$ cat config.mk
export PLATFORM = sky130hd
export DESIGN_NAME = mem_bus_arbiter
export DESIGN_NICKNAME = d
export VERILOG_FILES = /design/src/rtl/mem_bus_arbiter.sv
export SDC_FILE = /design/constraint.sdc
export NUM_CORES = 1
export LEC_CHECK = 0
export CAP_MARGIN = 5
export CORE_MARGIN = 3
export CORE_UTILIZATION = 39
export DETAILED_ROUTE_END_ITERATION = 16
export GPL_TIMING_DRIVEN = 1
export PLACE_DENSITY = 0.77
export SLEW_MARGIN = 20
export SYNTH_ARGS = -nofsm -noshare
export SYNTH_HDL_FRONTEND = slang
export SYNTH_SLANG_ARGS = --single-unit
$ cat constraint.sdc
create_clock -name i_clk -period 1.74 [get_ports i_clk]
set_clock_uncertainty 0.1 [all_clocks]
set_input_delay 0.348 -clock i_clk [delete_from_list [all_inputs] [get_ports i_clk]]
set_output_delay 0.348 -clock i_clk [all_outputs]
set_load 0.01 [all_outputs]
$ cat src/rtl/mem_bus_arbiter.sv
// Memory port arbiter for the NLP-16AF core: CPU has priority, the external
// requester is guaranteed a slot after MAX_CPU_BURST contended CPU grants.
module mem_bus_arbiter #(
    parameter int WAIT_CYCLES   = 1,
    parameter int MAX_CPU_BURST = 4
) (
    input  logic        i_clk,
    input  logic        i_rst_n,
    input  logic        i_cpu_req,
    input  logic        i_cpu_we,
    input  logic [15:0] i_cpu_addr,
    input  logic [15:0] i_cpu_wdata,
    output logic        o_cpu_ack,
    input  logic        i_ext_req,
    input  logic        i_ext_we,
    input  logic [15:0] i_ext_addr,
    input  logic [15:0] i_ext_wdata,
    output logic        o_ext_ack,
    output logic [15:0] o_rdata,
    output logic [1:0]  o_grant,
    output logic        o_mem_cs,
    output logic        o_mem_we,
    output logic [15:0] o_mem_addr,
    output logic [15:0] o_mem_wdata,
    input  logic [15:0] i_mem_rdata
);

    localparam logic [1:0] ST_IDLE   = 2'd0;
    localparam logic [1:0] ST_ACCESS = 2'd1;
    localparam logic [1:0] ST_DONE   = 2'd2;

    localparam logic [3:0] WAIT_INIT = 4'(WAIT_CYCLES);
    localparam logic [3:0] BURST_MAX = 4'(MAX_CPU_BURST);

    logic [1:0] state;
    logic [3:0] wait_cnt;
    logic [3:0] burst_cnt;
    logic       ext_wins;
    logic       cpu_wins;
    logic [3:0] burst_next;

    // External port only overtakes a requesting CPU once the burst budget is used up
    always_comb begin
        ext_wins   = i_ext_req && (!i_cpu_req || burst_cnt == BURST_MAX);
        cpu_wins   = i_cpu_req && !ext_wins;
        burst_next = 4'd0;
        if (i_ext_req) begin
            burst_next = (burst_cnt == BURST_MAX) ? burst_cnt : burst_cnt + 4'd1;
        end
    end

    always_ff @(posedge i_clk or negedge i_rst_n) begin
        if (!i_rst_n) begin
            state       <= ST_IDLE;
            wait_cnt    <= 4'd0;
            burst_cnt   <= 4'd0;
            o_cpu_ack   <= 1'b0;
            o_ext_ack   <= 1'b0;
            o_grant     <= 2'b00;
            o_mem_cs    <= 1'b0;
            o_mem_we    <= 1'b0;
            o_mem_addr  <= 16'h0000;
            o_mem_wdata <= 16'h0000;
            o_rdata     <= 16'h0000;
        end else begin
            case (state)
                ST_IDLE: begin
                    o_cpu_ack <= 1'b0;
                    o_ext_ack <= 1'b0;
                    if (ext_wins) begin
                        o_mem_we    <= i_ext_we;
                        o_mem_addr  <= i_ext_addr;
                        o_mem_wdata <= i_ext_wdata;
                        o_mem_cs    <= 1'b1;
                        o_grant     <= 2'b10;
                        wait_cnt    <= WAIT_INIT;
                        burst_cnt   <= 4'd0;
                        state       <= ST_ACCESS;
                    end else if (cpu_wins) begin
                        o_mem_we    <= i_cpu_we;
                        o_mem_addr  <= i_cpu_addr;
                        o_mem_wdata <= i_cpu_wdata;
                        o_mem_cs    <= 1'b1;
                        o_grant     <= 2'b01;
                        wait_cnt    <= WAIT_INIT;
                        burst_cnt   <= burst_next;
                        state       <= ST_ACCESS;
                    end else begin
                        o_mem_cs <= 1'b0;
                        o_mem_we <= 1'b0;
                        o_grant  <= 2'b00;
                    end
                end
                ST_ACCESS: begin
                    if (wait_cnt != 4'd0) begin
                        wait_cnt <= wait_cnt - 4'd1;
                    end else begin
                        if (!o_mem_we) begin
                            o_rdata <= i_mem_rdata;
                        end
                        o_mem_cs  <= 1'b0;
                        o_mem_we  <= 1'b0;
                        o_cpu_ack <= o_grant[0];
                        o_ext_ack <= o_grant[1];
                        state     <= ST_DONE;
                    end
                end
                ST_DONE: begin
                    // Requests are deliberately ignored here so the requester can drop or re-present
                    o_cpu_ack <= 1'b0;
                    o_ext_ack <= 1'b0;
                    o_grant   <= 2'b00;
                    state     <= ST_IDLE;
                end
                default: begin
                    o_cpu_ack <= 1'b0;
                    o_ext_ack <= 1'b0;
                    o_grant   <= 2'b00;
                    o_mem_cs  <= 1'b0;
                    o_mem_we  <= 1'b0;
                    state     <= ST_IDLE;
                end
            endcase
        end
    end

    a_ack_exclusive: assert property (@(posedge i_clk) disable iff (!i_rst_n)
        !(o_cpu_ack && o_ext_ack));
    a_grant_onehot: assert property (@(posedge i_clk) disable iff (!i_rst_n)
        o_grant != 2'b11);
    a_we_needs_cs: assert property (@(posedge i_clk) disable iff (!i_rst_n)
        !(o_mem_we && !o_mem_cs));

endmodule
# --- Word level (Yosys, flattened, before mapping) ---
# Index checks and enable logic that the tools add are counted.
totals:
  reg_bits: 64
  wordCells: 68
op_classes:
  muxes: 30
  n_eq_ne: 7
  addsub: 2
  reduce_logical: 15
  bitwise: 3
ops:
  columns: ["operator", "n"]
  rows:
  - ["$mux W16", 4]
  - ["$mux W4", 7]
  - ["$mux W1", 10]
  - ["$reduce_and A3 Y1", 3]
  - ["$mux W2", 4]
  - ["$pmux W2 S2", 2]
  - ["$pmux W4 S2", 1]
  - ["$ne A3 B3 Y1 const B", 2]
  - ["$pmux W1 S3", 2]
  - ["$reduce_and A2 Y1", 3]
  - ["$add A4 B1 Y4 const B", 1]
  - ["$eq A4 B3 Y1 const B", 1]
  - ["$ne A2 B2 Y1 const B", 2]
  - ["$reduce_bool A2 Y1", 2]
  - ["$reduce_bool A4 Y1", 1]
  - ["$sub A4 B1 Y4 const B", 1]
  - ["$not A1 Y1", 3]
  - ["$eq A2 B1 Y1 const B", 1]
  - ["$eq A2 B2 Y1 const B", 1]
  - ["$logic_and A1 B1 Y1", 2]
  - ["$logic_not A1 Y1", 2]
  - ["$logic_not A2 Y1", 1]
  - ["$logic_or A1 B1 Y1", 1]

# --- Longest topological paths before layout ---
# Gate-level depths: netlist of the first run.
depth:
  ltp_word: 8
  depth_mapped: 7
  depth_no_buf: 5

# --- Worst setup path before layout of the first run ---
# OpenSTA, ideal clock, no wires.
synth_path:
  path_kind: "reg2reg"
  start: "register wait_cnt[0]"
  end: "register o_rdata[10]"
  path_slack_ns: 0.014
  path_stages_with_launch: 7
  synth_period_minus_slack_ns: 1.726
  arrival_ns: 1.500
  required_time_ns: 1.515
  setup_time_ns: 0.125
  path_cell_list: "dfrtp_1 -> inv_1 -> ha_1 -> nor3b_4 -> nand3_4 -> buf_6 -> mux2_4"
synth_between:
  elab_chain_cells: 3
synth_lines:
  columns: ["element", "line_no", "rtl"]
  rows:
  - ["start: declaration", "36", "logic [3:0] wait_cnt;"]
  - ["start signal: assignment", "96", "wait_cnt <= wait_cnt - 4'd1;"]
  - ["$reduce_bool A4 Y1", "95", "if (wait_cnt != 4'd0) begin"]
  - ["$not A1 Y1 (no source line)", null, null]
  - ["$reduce_and A3 Y1 (no source line)", null, null]
  - ["end signal: assignment", "99", "o_rdata <= i_mem_rdata;"]
  - ["end: declaration", "19", "output logic [15:0] o_rdata,"]
# No other way between the ends.
# A chain may end at the register's enable or synchronous reset.

# --- Final worst setup path of the first run ---
layout_path:
  start: "register o_mem_addr[14]"
  end: "output port o_mem_addr[14]"
layout_rtl:
  columns: ["element", "line_no", "rtl"]
  rows:
  - ["start: declaration", "23", "output logic [15:0] o_mem_addr,"]
  - ["start signal: assignment", "72", "o_mem_addr <= i_ext_addr;"]
  - ["start signal: assignment", "81", "o_mem_addr <= i_cpu_addr;"]
# No word-level cell between the ends.

==> run metrics, run 1 <==
outcome=completed; Crit Path Class=flop to primary output; global-route wire length before repair=around 16 mm; Post-DP Area=5000 um^2; Overflow after GRT=0; Clk Latency, worst-skew pair=about 0.34 ns; DRC violations left=0; Tot GR Track Use=between 15 and 20%; final WL=9.64 mm; Reg-to-Reg End=o_rdata[9]; area leader, netlist=dfrtp_1; largest net degree at the start of global routing=34; worst relative slew slack=71.0%; DIE WIDTH=99.5 um; DIE AREA=approximately 10000 um^2; number of distinct library cells after synthesis=38; Avg Cell Area, Syn=11.1 um^2; clock slew at reported path FFs=roughly 0.070 ns; total CTS buffers=9; setup slack at placement=-0.223 ns; GP Congestion=just over 0.8; Avg WL per Cell=between 15 and 20 um; P&R area growth vs syn=54.1%; ANT nets after route=0; R2R depth=6; CTS tree=yes; initial DRC count=around 160; commonest non-fill, non-tap cell in the layout=clkdlybuf4s50_1; initial antenna violation count=0; synthesized cell area=approximately 3400 um^2; R2R setup slack=approximately 0.08 ns; dpl hpwl=around 7.2 mm; Synth area leaders=dfrtp_1 (47%), o221ai_2 (14%), nand4_1 (6.1%), nand3_1 (4.8%), mux2_4 (4.4%); cells along the critical path=clkdlybuf4s50_1; Pleak=between 2 and 2.5 nW; share of cells above drive strength 1=roughly 22%; Async SR Flop Fraction=between 90% and 100%; DR pass1 iterations=4; top_reg_cell synth=dfrtp_1; max cap viols=0; Slew Viols, Final=0; setup TNS=0 ns; Nets=between 500 and 600; crit path to=o_mem_addr[14]; DR vias=3,049; Synth Instances=between 300 and 400; Setup WS post-layout=0.0257 ns; crit path launch type=flop; Tightest Hold Check Type=flop to flop; maximum VDD drop=just over 600 uV; crit-path max cell delay=approximately 0.56 ns; Non-Filler Instances=approximately 570; vias in the first global route=between 3,000 and 4,000; core region area=8340 um^2; num ports=140; IO buf count=around 140; arrival time at the worst endpoint=1.27 ns; fmax=583 MHz; height of the die=between 90 and 100 um; critical path endpoint category=primary output; period utilisation layout=98.5%; PwrDens=1600 nW/um^2; vias per cell=between 5 and 6; Crit path depth=1; commonest non-fill, non-tap cells in the layout=clkdlybuf4s50_1 (118), dfrtp_1 (64), inv_1 (37); Setup-failing EPs final=0; Design Area, Final=5260 um^2; Critical path buffers and inverters=1; Inst Count DP=~550; crit path from=o_mem_addr[14]; worst slew pin tran=0.435 ns; hold violation total from the final report=0; Min Clock Period, post-route=between 1.5 and 2 ns; clock buffer depth=2; Synthesized Nets=slightly below 400; clock sink count=between 60 and 70; H-tree levels=3; Root Buffer=clkbuf_8; Seq/Total Area, Yosys=about 47%; WP data required=approximately 1.3 ns; n_diodes=0; CP delay by family, top=buffers and inverters; Max Fanout on Critical Path=2; Yosys top cell area share=between 40% and 50%; CP max-delay cell=clkdlybuf4s50_1; number of flops mapped to enable cells by yosys=0; Row Count=33; worst r2r src=wait_cnt[1]; synth warn=0; FF+latch count, synth=64; initial core utilization=between 40% and 50%
-- registers in the layout, indices dropped and copies added (netlist names) --
signal	flops
o_mem_we	1
o_mem_wdata	16
o_mem_addr	16
wait_cnt	4
o_rdata	16
state	2
burst_cnt	4
o_mem_cs	1
o_ext_ack	1
o_grant	2
o_cpu_ack	1
-- layout make-up --
class / count / area, um^2
Clock buffer: 9 / 124
Clock inverter: 7 / 57.6
Fill cell: 677 / 3080
Inverter: 38 / 143
Multi-Input combinational cell: 175 / 1500
Sequential cell: 64 / 1600
Tap cell: 105 / 131
Timing Repair Buffer: 169 / 1700
-- timing repair --
| item | 4_1_cts | 5_1_grt |
|---|---|---|
| resized for setup | 5 | 16 |
| pin swaps | 1 | 0 |
| endpoints found under the setup margin | 21 | 34 |
| hold buffers | 1 | 0 |
| endpoints found under the hold margin | 64 | 0 |
| buffers inserted | 1 | 2 |
-- cell usage after synthesis, types with 2 or more instances --
library cell,number
a21o_1,2
a21oi_1,6
a22o_1,2
buf_2,9
buf_4,3
buf_6,5
clkbuf_1,13
dfrtp_1,64
ha_1,4
inv_1,38
mux2_2,7
mux2_4,10
nand2_1,11
nand2b_1,3
nand3_1,33
nand3b_1,3
nand4_1,33
nor2_1,3
nor2b_1,2
nor3_1,3
o21ai_0,3
o221ai_1,4
o221ai_2,31
-- per-layer routing --
metal / share of wire (%) / global-route usage [%] / vias up
met4: 2.0 / 7.46 / 0
met5: 0 / 0 / -
li1: - / - / 1432
met2: 51 / 32.8 / 116
met1: 40 / 25.8 / 1483
met3: 7.0 / 3.93 / 18
-- metrics by stage --
stage	total power, mW	utilization (%)	hold WS [ns]
global route	8.98	63.0	0.427
finish	8.43	63.0	0.410
floorplan	5.26	-	-0.0476
detailed placement	7.37	59.9	0.307
global placement	7.20	59.9	0.297
CTS	8.55	62.4	0.413
-- power breakdown --
part / total [mW] / internal (mW) / switching, mW
combinational: 4.62 / 2.58 / 2.04
sequential: 2.65 / 2.20 / 0.455
clock: 1.15 / 0.527 / 0.626
total: 8.43 / 5.31 / 3.12
-- worst min-delay path by stage --
stage	startpoint	end	slack, ns	cells past startpoint
after global placement	i_rst_n	o_mem_addr[15]	0.30	2
final	o_rdata[2]	o_rdata[2]	0.41	1
after global routing	o_rdata[6]	o_rdata[6]	0.43	1
after detailed placement	i_rst_n	o_mem_wdata[13]	0.31	2
after floorplan	i_rst_n	burst_cnt[0]	-0.05	0
after CTS	o_rdata[2]	o_rdata[2]	0.41	1
-- cells by family (layout without fill, tap and decap cells) --
group,after synthesis,after routing,synth area share (%)
compound gates,52,52,18.0
fa+ha+maj,4,4,1.47
buf+inv,68,223,9.24
flops,64,64,47.0
mux,17,17,6.71
simple gates,102,102,17.6
(Power assumes the default switching activity.)
==> run 2: changes to the inputs <==
CTS_CLUSTER_DIAMETER = 100   (was not set)
==> results of run 2 <==
Same layout as run 1: the final DEF is identical, and so are final timing and power.
==> run 3: changes to the inputs <==
PLACE_DENSITY = 0.73   (was 0.77)
==> run metrics, run 3 (same netlist as run 1, synthesis figures left out) <==
Largest regs=o_mem_addr x16, o_mem_wdata x16, o_rdata x16; Pleak=2.30 nW (-1.2%); H-tree levels=3 (unchanged); total CTS buffers=9 (unchanged); PwrDens=1650 nW/um^2 (+3.1%); P&R area growth vs syn=57.0%; max cap viols=0 (unchanged); total power=8.85 mW (+5.0%); Pint=5.71 mW (+7.6%); Max Fanout on Critical Path=2 (unchanged); initial core utilization=40.9% (unchanged); height of the die=99.5 um (unchanged); Avg WL per Cell=17.3 um (+1.5%); Critical path buffers and inverters=1 (unchanged); DR vias=3,022 (-0.89%); WP data required=1.29 ns (about the same); GP Congestion=0.798 (-0.91%); Tightest Hold Check Type=flop to flop; outcome=completed; Row Count=33 (unchanged); share of cells above drive strength 1=23.5% (+1.2 points); num ports=140 (unchanged); Clk Latency, worst-skew pair=0.33 ns (about the same); Clk pwr share=15.2% (+1.5 points); sequential power share=29.8% (-1.7 points); Sw Pwr=3.14 mW (+0.57%); DRC violations left=0 (unchanged); crit path launch type=flop; arrival time at the worst endpoint=1.26 ns (about the same); maximum VDD drop=738 uV (+22%); Sw Share=35.5% (-1.6 points); setup slack at placement=-0.240 ns (-0.0172 ns); largest net degree at the start of global routing=32 (-5.9%); Slew Viols, Final=0 (unchanged); DR pass1 iterations=4 (unchanged); commonest non-fill, non-tap cell in the layout=clkdlybuf4s50_1; worst slew pin tran=0.510 ns (+0.0747 ns); Design Area, Final=5360 um^2 (+1.9%); worst relative slew slack=66.0% (-5.0 points); CTS tree=yes; dpl hpwl=7.02 mm (-3.1%); commonest non-fill, non-tap cells in the layout=clkdlybuf4s50_1 (130), dfrtp_1 (64), inv_1 (36); Post-DP Area=5020 um^2 (+0.50%); ANT nets after route=0 (unchanged); critical path endpoint category=primary output; cells along the critical path=clkdlybuf4s50_1; Tot GR Track Use=19.9% (+0.033 points); Setup WS post-layout=0.0308 ns (+0.00511 ns); CP max-delay cell=clkdlybuf4s50_1; Min Hold Slack=0.410 ns (+0.000333 ns); final WL=9.82 mm (+1.9%); Inst Count DP=547 (unchanged); Nets=550 (+0.55%); combinational fraction of design power=55.1% (+0.3 points); CP delay by family, top=buffers and inverters; Non-Filler Instances=569 (+0.35%); Crit Path Class=flop to primary output; Root Buffer=clkbuf_8; DIE WIDTH=99.5 um (unchanged); DIE AREA=9900 um^2 (unchanged); Overflow after GRT=0 (unchanged); hold violation total from the final report=0 (unchanged); initial antenna violation count=0 (unchanged); Min Clock Period, post-route=1.71 ns (-0.00511 ns); fmax=585 MHz (+0.30%); period utilisation layout=98.2% (-0.29 points); vias per cell=5.31 (-1.2%); IO buf count=139 (unchanged); vias in the first global route=3,131 (-1.8%); clock slew at reported path FFs=0.07 ns (about the same); n_diodes=0 (unchanged); global-route wire length before repair=15.7 mm (-0.48%); initial DRC count=101 (-36%); core region area=8340 um^2 (unchanged); Setup-failing EPs final=0 (unchanged); clock buffer depth=2 (unchanged); clock sink count=64 (unchanged); crit-path max cell delay=0.58 ns (+0.02 ns)
## run 3: cell types whose count changed in the layout (fill, tap and decap cells not counted), sizes merged, moves of 2 or more
cell | previous run | this run
buf | 30 | 32
clkbuf | 9 | 13
clkdlybuf4s50 | 118 | 130
clkinvlp | 3 | 0
dlygate4sd2 | 5 | 0
dlymetal6s2s | 15 | 8
## run 3: path summary, 6_finish.rpt
check,start,endpoint,slack [ns],cells after the start
setup reg to reg,wait_cnt[1],wait_cnt[0],0.05,6
hold reg to reg,o_rdata[2],o_rdata[2],0.41,1
hold / removal,o_rdata[2],o_rdata[2],0.41,1
setup / recovery,o_mem_wdata[6],o_mem_wdata[6],0.03,1
max in group asynchronous,i_rst_n,o_mem_wdata[11],0.46,3
min in group asynchronous,i_rst_n,o_mem_wdata[13],0.43,2
## run 3: repair_timing
| item | CTS | global route |
|---|---|---|
| setup endpoints to repair | 18 | 31 |
| gates cloned | 0 | 1 |
| gates resized for setup | 1 | 13 |
| hold buffers | 1 | 0 |
| endpoints found under the hold margin | 17 | 0 |
| setup buffers | 1 | 4 |
| pin swaps | 1 | 1 |
## run 3: power by group through the flow
stage | registers (mW) | clock network, mW | logic, mW
2_1_floorplan | 2.89 | 0 | 2.37
3_3_place_gp | 2.64 | 0 | 4.59
3_5_place_dp | 2.65 | 0 | 4.70
4_1_cts | 2.63 | 1.36 | 4.77
5_1_grt | 2.73 | 1.42 | 5.27
6_report | 2.64 | 1.34 | 4.87
## run 3: per-layer routing
metal	global-route usage [%]	part of all wire (%)
met1	26.3	42
met2	33.1	50
met3	3.72	6.2
met4	6.30	0.98
met5	0	0
## run 3: final cells by class
class / count / area [um^2]
inverters: 38 / 143
clock buffers: 12 / 165
flip-flops and latches: 64 / 1600
repair buffers: 172 / 1750
clock inverters: 3 / 40.0
multi-input cells: 175 / 1530
well taps: 105 / 131
fillers: 669 / 2990
## run 3: stage by stage
step,setup TNS [ns],utilization (%)
after floorplan,0,-
after CTS,0,63.1
after global routing,-0.0336,64.2
after detailed placement,-7.98,60.2
final,0,64.2
after global placement,-5.70,60.2
